<file path="src/rtl/uart_audio_framer.sv">
// uart_audio_framer: assembles little-endian, channel-interleaved PCM frames
// from a UART byte stream, buffers whole frames in a FIFO and releases one
// frame per internal sample tick on a parallel bus with a DAC clock enable.
//
// Optional feature macro: UART_AUDIO_FRAMER_SIGNED_EN
//   defined   -> input samples are two's complement; each channel MSB is
//                inverted on pop (offset binary out), reset value is midscale.
//   undefined -> samples pass through unmodified, reset value is 0.
//
// Handshake: rx_received qualifies rx_data for exactly one cycle and there is
// no back-pressure; every pulse is consumed in the cycle it is high. A frame
// that cannot be stored because the FIFO is full is dropped and flagged.
module uart_audio_framer #(
    parameter int BITS        = 16,
    parameter int CHANNELS    = 2,
    parameter int DEPTH       = 16,
    parameter int DIVIDE      = 250,
    parameter int IDLE_CYCLES = 1024
) (
    input  logic                       CLK_IN,
    input  logic                       reset,
    input  logic [7:0]                 rx_data,
    input  logic                       rx_received,
    input  logic                       clear_flags,
    output logic [CHANNELS*BITS-1:0]   sample_out,
    output logic                       sample_ce,
    output logic [$clog2(DEPTH):0]     fifo_level,
    output logic                       underrun,
    output logic                       overflow
);

    localparam int NB = BITS / 8;
    localparam int FW = CHANNELS * BITS;
    localparam int AW = $clog2(DEPTH);
    localparam int LW = AW + 1;
    localparam int GW = $clog2(IDLE_CYCLES + 1);
    localparam int DW = (DIVIDE > 1) ? $clog2(DIVIDE) : 1;

    // One set bit at the top of every channel slot.
    localparam logic [FW-1:0] MSB_MASK = {CHANNELS{{1'b1, {(BITS-1){1'b0}}}}};
`ifdef UART_AUDIO_FRAMER_SIGNED_EN
    localparam logic [FW-1:0] OUT_XOR = MSB_MASK;
`else
    localparam logic [FW-1:0] OUT_XOR = '0;
`endif

    logic [1:0]    byte_idx;
    logic [2:0]    chan_idx;
    logic [FW-1:0] stage;
    logic [FW-1:0] stage_wr;
    logic [GW-1:0] gap_cnt;
    logic [DW-1:0] div_cnt;
    logic [FW-1:0] mem [DEPTH];
    logic [AW-1:0] wr_ptr;
    logic [AW-1:0] rd_ptr;
    logic          last_byte;
    logic          frame_done;
    logic          fifo_full;
    logic          tick;
    logic          push;
    logic          pop;

    // Staging image with the current byte merged in; this is also the frame
    // pushed when the byte completes it.
    always_comb begin
        stage_wr = stage;
        stage_wr[int'(chan_idx)*BITS + int'(byte_idx)*8 +: 8] = rx_data;
    end

    // Frame completion, FIFO push/pop and tick decode.
    always_comb begin
        last_byte  = (byte_idx == 2'(NB-1)) && (chan_idx == 3'(CHANNELS-1));
        frame_done = rx_received && last_byte;
        fifo_full  = (fifo_level == LW'(DEPTH));
        tick       = (div_cnt == '0);
        push       = frame_done && !fifo_full;
        pop        = tick && (fifo_level != '0);
    end

    // Byte assembler with idle-gap resynchronisation of a partial frame.
    always_ff @(posedge CLK_IN or posedge reset) begin
        if (reset) begin
            byte_idx <= '0;
            chan_idx <= '0;
            stage    <= '0;
            gap_cnt  <= '0;
        end else if (rx_received) begin
            stage   <= stage_wr;
            gap_cnt <= '0;
            if (byte_idx == 2'(NB-1)) begin
                byte_idx <= '0;
                chan_idx <= (chan_idx == 3'(CHANNELS-1)) ? 3'd0 : chan_idx + 3'd1;
            end else begin
                byte_idx <= byte_idx + 2'd1;
            end
        end else if (gap_cnt != GW'(IDLE_CYCLES)) begin
            gap_cnt <= gap_cnt + GW'(1);
        end else if ((byte_idx != '0) || (chan_idx != '0)) begin
            byte_idx <= '0;
            chan_idx <= '0;
        end
    end

    // Sample-rate divider: down-counter, tick while it reads zero.
    always_ff @(posedge CLK_IN or posedge reset) begin
        if (reset) begin
            div_cnt <= DW'(DIVIDE-1);
        end else if (tick) begin
            div_cnt <= DW'(DIVIDE-1);
        end else begin
            div_cnt <= div_cnt - DW'(1);
        end
    end

    // FIFO storage; contents are invalidated by the pointer reset.
    always_ff @(posedge CLK_IN) begin
        if (push) begin
            mem[wr_ptr] <= stage_wr;
        end
    end

    // FIFO pointers and fill level.
    always_ff @(posedge CLK_IN or posedge reset) begin
        if (reset) begin
            wr_ptr     <= '0;
            rd_ptr     <= '0;
            fifo_level <= '0;
        end else begin
            if (push) wr_ptr <= wr_ptr + AW'(1);
            if (pop)  rd_ptr <= rd_ptr + AW'(1);
            case ({push, pop})
                2'b10:   fifo_level <= fifo_level + LW'(1);
                2'b01:   fifo_level <= fifo_level - LW'(1);
                default: fifo_level <= fifo_level;
            endcase
        end
    end

    // Output register: head frame on a tick, hold on an empty tick.
    always_ff @(posedge CLK_IN or posedge reset) begin
        if (reset) begin
            sample_out <= OUT_XOR;
            sample_ce  <= 1'b0;
        end else begin
            sample_ce <= tick;
            if (pop) sample_out <= mem[rd_ptr] ^ OUT_XOR;
        end
    end

    // Sticky flags; a set event beats a simultaneous clear.
    always_ff @(posedge CLK_IN or posedge reset) begin
        if (reset) begin
            underrun <= 1'b0;
            overflow <= 1'b0;
        end else begin
            if (tick && (fifo_level == '0)) underrun <= 1'b1;
            else if (clear_flags)           underrun <= 1'b0;
            if (frame_done && fifo_full)    overflow <= 1'b1;
            else if (clear_flags)           overflow <= 1'b0;
        end
    end

endmodule

</file>
<file path="config.mk">
export PLATFORM = sky130hd
export DESIGN_NAME = uart_audio_framer
export DESIGN_NICKNAME = d
export VERILOG_FILES = /design/src/rtl/uart_audio_framer.sv
export SDC_FILE = /design/constraint.sdc
export NUM_CORES = 1
export LEC_CHECK = 0
export BUFFER_PORTS_ARGS = -buffer_cell sky130_fd_sc_hd__buf_2
export CAP_MARGIN = 20
export CORE_MARGIN = 2
export CORE_UTILIZATION = 31
export CTS_CLUSTER_SIZE = 25
export DETAILED_ROUTE_END_ITERATION = 10
export HOLD_SLACK_MARGIN = 0.1
export SLEW_MARGIN = 5
export SYNTH_ARGS = -nofsm -noshare
export SYNTH_HDL_FRONTEND = slang
export SYNTH_SLANG_ARGS = --single-unit
</file>
<file path="constraint.sdc">
create_clock -name CLK_IN -period 10.3 [get_ports CLK_IN]
set_clock_uncertainty 0.2 [all_clocks]
set_input_delay 1.545 -clock CLK_IN [delete_from_list [all_inputs] [get_ports CLK_IN]]
set_output_delay 1.545 -clock CLK_IN [all_outputs]
set_load 0.05 [all_outputs]
</file>
==> results of run 1 <==
final timing paths:
check	from	to	cells after the start	slack (ps)
max reg2reg	byte_idx[1]	mem[8][16]	10	5380
min reg2reg	div_cnt[0]	div_cnt[0]	1	250
min	div_cnt[0]	div_cnt[0]	1	250
min in group asynchronous	reset	underrun	2	900
max in group asynchronous	reset	rd_ptr[0]	3	7540
max	byte_idx[1]	mem[8][16]	10	5380
flip-flops by register name, summed over array words and instances, names as in the netlist:
signal      flops
div_cnt         8
rd_ptr          4
sample_ce       1
stage          32
chan_idx        3
underrun        1
byte_idx        2
mem           512
sample_out     32
overflow        1
gap_cnt        11
wr_ptr          4
fifo_level      5
through the flow:
stage	hold WS [ps]	instances
final	255	2602
after global placement	241	2471
after floorplan	233	1413
after CTS	257	2595
after global routing	276	2602
after detailed placement	243	2473
worst max-delay path: stages, from the launching register on:
cell      delay, ps
dfrtp_1         410
inv_1            70
ha_1            340
ha_1            210
or3_1           390
a221o_1         340
ha_1            300
nand4b_1        110
nor3_1          380
nand4_1         730
mux2i_1        1080
cell usage in the layout (no fill, tap or decap), drive strengths merged, types with 53 or more instances in the layout:
cell / instances
mux2i: 110
clkbuf: 90
dfrtp: 98
mux4: 82
nor2: 76
nand2: 56
mux2: 66
buf: 90
edfxtp: 512
o21ai: 53
cell families after synthesis:
| logic type | share of synthesized area (%) |
|---|---|
| flops | 72.8 |
| fa+ha+maj | 1.14 |
| buf+inv | 1.77 |
| xor+xnor | 0.850 |
| mux | 15.2 |
| compound gates | 2.94 |
| simple gates | 5.37 |
per-layer routing:
layer,vias up,track usage [%],part of all wire (%)
met4,0,4.20,1.8
met5,-,0,0
met2,324,23.3,49
li1,5701,-,-
met3,68,2.09,4.8
met1,6835,18.6,44
area by class of cell:
cell class	instances	share of cell area [%]
repair buffers	90	2.14
clock inverters	32	1.02
multi-input cells	686	22.3
well taps	1050	4.58
inverters	38	0.506
clock buffers	90	6.76
flip-flops and latches	616	62.7
report_power, final:
part	internal, mW	switching, mW
Combinational	0.154	0.339
Sequential	2.95	0.0574
Clock	1.43	0.973
==> impl_metrics.env, run 1 <==
export IMPL_outcome="finished clean"
export IMPL_crit_type="reg -> reg"
export IMPL_period_minus_slack_ps=4920
export IMPL_ant_nets=0
export IMPL_area_growth_syn_to_layout_pct=16.1
export IMPL_num_antenna_cells=0
export IMPL_route_detailed_wl_per_inst_um=21.7
export IMPL_yosys_warnings=0
export IMPL_clk_pin_slew_worst_paths_ps=60
export IMPL_clk_latency_ps=600
export IMPL_place_area_mm2=0.0264
export IMPL_path_max_fanout=16
export IMPL_gp_congestion=0.766
export IMPL_postSynthAreaPerCell_um2=17.5
export IMPL_die_area_mm2=0.0820
export IMPL_grt_setup_unrepaired="no"
export IMPL_die_h_um=286
export IMPL_cts_setup_buffers=0
export IMPL_postCtsHoldBufs=0
export IMPL_antenna_found_initial=0
export IMPL_core_area_mm2=0.0790
export IMPL_syn_inst=1413
export IMPL_drv_slew=0
export IMPL_clockBufferDepth=3
export IMPL_post_route_util_pct=36.3
export IMPL_setup_ws_ps=5380
export IMPL_fmax_mhz=203
export IMPL_port_buffer_count=51
export IMPL_gr_usage_all_layers_pct=13.9
export IMPL_viasPerCell=4.97
export IMPL_grt_max_degree=67
export IMPL_drtIter0Drc=1016
export IMPL_io_pins=52
export IMPL_power_total_mw=5.91
export IMPL_slew_headroom_pct=27.8
export IMPL_wl_um=56500
export IMPL_globalRouteOverflowTotal=0
export IMPL_vias=12928
export IMPL_grt_pass1_vias=13544
export IMPL_final_setup_viol_count=0
export IMPL_synth_area_mm2=0.0247
export IMPL_nFillCells=7310
export IMPL_clock_sink_count=616
export IMPL_setup_tns_ps=0
export IMPL_synth_top_area_cell="edfxtp_1"
export IMPL_drive_gt1_share_pct=24.4
export IMPL_ys_flop_type="edfxtp_1"
export IMPL_cts_repair_resized=0
export IMPL_cts_root_buf="clkbuf_16"
export IMPL_cts_buffers=66
export IMPL_nNetsFinal=1532
export IMPL_crit_path_start_kind="register"
export IMPL_synthArstFlopShare_pct=16.9
export IMPL_synth_top_area_share_pct=62.2
export IMPL_arrival_ps=4950
export IMPL_seqCellArea_mm2=0.0180
export IMPL_hold_path_class="reg -> reg"
export IMPL_hpwl_um=32000
export IMPL_grt_pass1_wl_um=85300
export IMPL_hold_violations=0
export IMPL_synth_seq_cells=616
export IMPL_die_x_um=286
export IMPL_synth_fp_nets=1447
export IMPL_ys_types=51
export IMPL_synth_edf_count=512
export IMPL_yosysMostFrequentCell="edfxtp_1"
export IMPL_dp_worst_setup_slack_ps=4930
export IMPL_crit_required_ps=10340
export IMPL_crit_path_end_kind="register"
export IMPL_power_per_cell_area_mw_per_mm2=206
export IMPL_fin_crit_sh_pct=47.7
export IMPL_htree_levels=3
export IMPL_max_cap_violations=0
export IMPL_final_design_area_no_fill_mm2=0.0287
export IMPL_cts_tree="built"
export IMPL_p_leak_nw=10.1
export IMPL_worst_pin_slew_ps=1050
export IMPL_seq_area_frac_synth_pct=72.8
export IMPL_synth_top_cells_by_count="edfxtp_1, mux2i_1, dfrtp_1"
export IMPL_dr_pass1_iters=5
export IMPL_drc=0
export IMPL_multi_input_area_mm2=0.00640
export IMPL_initial_utilization_pct=31.3
export IMPL_peakVddDrop_mv=0.115
export IMPL_synth_area_top_cells="edfxtp_1, dfrtp_1, mux4_2"
export IMPL_core_rowCount=103
Power figures use the tool's default switching activity.
==> inputs of run 2 (changes only) <==
==> constraint.sdc (replaced) <==
create_clock -name CLK_IN -period 4.4 [get_ports CLK_IN]
set_clock_uncertainty 0.2 [all_clocks]
set_input_delay 0.66 -clock CLK_IN [delete_from_list [all_inputs] [get_ports CLK_IN]]
set_output_delay 0.66 -clock CLK_IN [all_outputs]
set_load 0.05 [all_outputs]
==> impl_metrics.env, run 2 (same netlist as run 1, synthesis figures left out) <==
export IMPL_outcome="finished clean"
export IMPL_max_cap_violations=0
export IMPL_cts_buffers=59
export IMPL_crit_path_start_kind="register"
export IMPL_clock_sink_count=616
export IMPL_power_total_mw=13.2
export IMPL_power_switching_mw=3.09
export IMPL_final_setup_viol_count=0
export IMPL_crit_required_ps=4540
export IMPL_power_per_cell_area_mw_per_mm2=460
export IMPL_hpwl_um=34500
export IMPL_grt_pass1_wl_um=88500
export IMPL_cts_tree="built"
export IMPL_drv_slew=0
export IMPL_die_x_um=286
export IMPL_grt_pass1_vias=13264
export IMPL_p_seq_share_pct=53.6
export IMPL_cts_setup_buffers=0
export IMPL_reg_largest_list="mem (512), sample_out (32), stage (32)"
export IMPL_clockBufferDepth=3
export IMPL_final_cell_mix="edfxtp_1, mux2i_1, dfrtp_1"
export IMPL_hold_path_class="in -> reg"
export IMPL_dp_worst_setup_slack_ps=185
export IMPL_cts_root_buf="clkbuf_16"
export IMPL_grt_max_degree=65
export IMPL_core_area_mm2=0.0790
export IMPL_post_route_util_pct=36.2
export IMPL_globalRouteOverflowTotal=0
export IMPL_gr_usage_all_layers_pct=14.7
export IMPL_crit_type="reg -> reg"
export IMPL_wl_um=60500
export IMPL_period_minus_slack_ps=4230
export IMPL_peakVddDrop_mv=0.332
export IMPL_top_register="mem"
export IMPL_htree_levels=2
export IMPL_io_pins=52
export IMPL_area_growth_syn_to_layout_pct=15.8
export IMPL_port_buffer_count=51
export IMPL_vias=13110
export IMPL_crit_path_end_kind="register"
export IMPL_path_max_fanout=16
export IMPL_multi_input_area_mm2=0.00642
export IMPL_drive_gt1_share_pct=24.8
export IMPL_antenna_found_initial=4
export IMPL_dr_pass1_iters=5
export IMPL_die_h_um=286
export IMPL_hold_violations=0
export IMPL_setup_ws_ps=165
export IMPL_core_rowCount=103
export IMPL_slew_headroom_pct=31.1
export IMPL_nFillCells=7279
export IMPL_ant_nets=0
export IMPL_switching_share_pct=23.4
export IMPL_initial_utilization_pct=31.3
export IMPL_p_clk_share_pct=37.7
export IMPL_gp_congestion=0.803
export IMPL_die_area_mm2=0.0820
export IMPL_grt_setup_unrepaired="no"
export IMPL_largest_register_ffs=512
export IMPL_drtIter0Drc=1141
export IMPL_clk_pin_slew_worst_paths_ps=60
export IMPL_fin_crit_sh_pct=96.2
export IMPL_final_common_cell="edfxtp_1"
export IMPL_drc=0
export IMPL_viasPerCell=5.00
export IMPL_p_int_mw=10.1
export IMPL_comb_power_share_pct=8.8
export IMPL_fmax_mhz=236
export IMPL_worst_pin_slew_ps=1000
export IMPL_p_leak_nw=10.1
export IMPL_num_antenna_cells=0
export IMPL_seqCellArea_mm2=0.0180
export IMPL_nNetsFinal=1555
export IMPL_arrival_ps=4370
export IMPL_clk_latency_ps=630
export IMPL_route_detailed_wl_per_inst_um=23.1
==> run 2: per-stage QoR <==
step | std cells | cell area (um^2) | hold slack (ps) | setup TNS [ps]
2_1_floorplan | 1413 | 24700 | 233 | -132900
3_3_place_gp | 2505 | 26700 | 241 | 0
3_5_place_dp | 2505 | 26700 | 249 | 0
4_1_cts | 2617 | 28600 | 111 | 0
5_1_grt | 2621 | 28600 | 128 | 0
6_report | 2621 | 28600 | 138 | 0
==> run 2: final timing paths <==
| path | cells past startpoint | from | slack [ps] | to |
|---|---|---|---|---|
| worst max-delay path | 11 | byte_idx[1] | 170 | mem[1][8] |
| worst min-delay path | 2 | clear_flags | 140 | underrun |
| worst max register to register | 11 | byte_idx[1] | 170 | mem[1][8] |
| worst min register to register | 1 | div_cnt[0] | 270 | div_cnt[0] |
| max in group asynchronous | 4 | reset | 2510 | rd_ptr[3] |
| min in group asynchronous | 3 | reset | 610 | sample_out[15] |
==> run 2: final cells by class <==
type                            count  share of cell area [%]
Clock buffer                       78                    5.62
Clock inverter                     33                    1.03
Inverter                           38                   0.507
Multi-Input combinational cell    686                    22.4
Sequential cell                   616                    62.9
Tap cell                         1050                    4.59
Timing Repair Buffer              120                    2.94
==> run 2: metal layers <==
metal / part of all wire [%] / track usage (%) / vias to the layer above
li1: - / - / 5730
met2: 49 / 24.4 / 378
met3: 5.7 / 2.62 / 86
met4: 1.8 / 3.48 / 4
met1: 44 / 20.1 / 6912
met5: 0.036 / 0 / -
==> run 2: repair_timing <==
action / in CTS / in global routing
gates resized for setup: 0 / 2
hold buffers: 1 / 0
setup endpoints to repair: 0 / 20
endpoints found under the hold margin: 12 / 0
==> run 2: worst max-delay path, cell delays in order (launching register included) <==
cell,delay [ps]
dfrtp_1,400
inv_1,70
ha_1,330
ha_1,200
or3_1,380
a221o_1,340
ha_1,320
nand4b_1,110
or4b_1,540
or4b_1,500
buf_6,180
mux2_4,390
==> run 2: power by group through the flow <==
stage | Combinational, mW | Clock, mW | Sequential, mW
5_1_grt | 1.28 | 5.29 | 7.08
6_report | 1.16 | 4.96 | 7.06
2_1_floorplan | 0.726 | 0 | 7.17
3_5_place_dp | 1.13 | 0 | 7.18
3_3_place_gp | 1.07 | 0 | 7.17
4_1_cts | 1.13 | 5.06 | 7.06
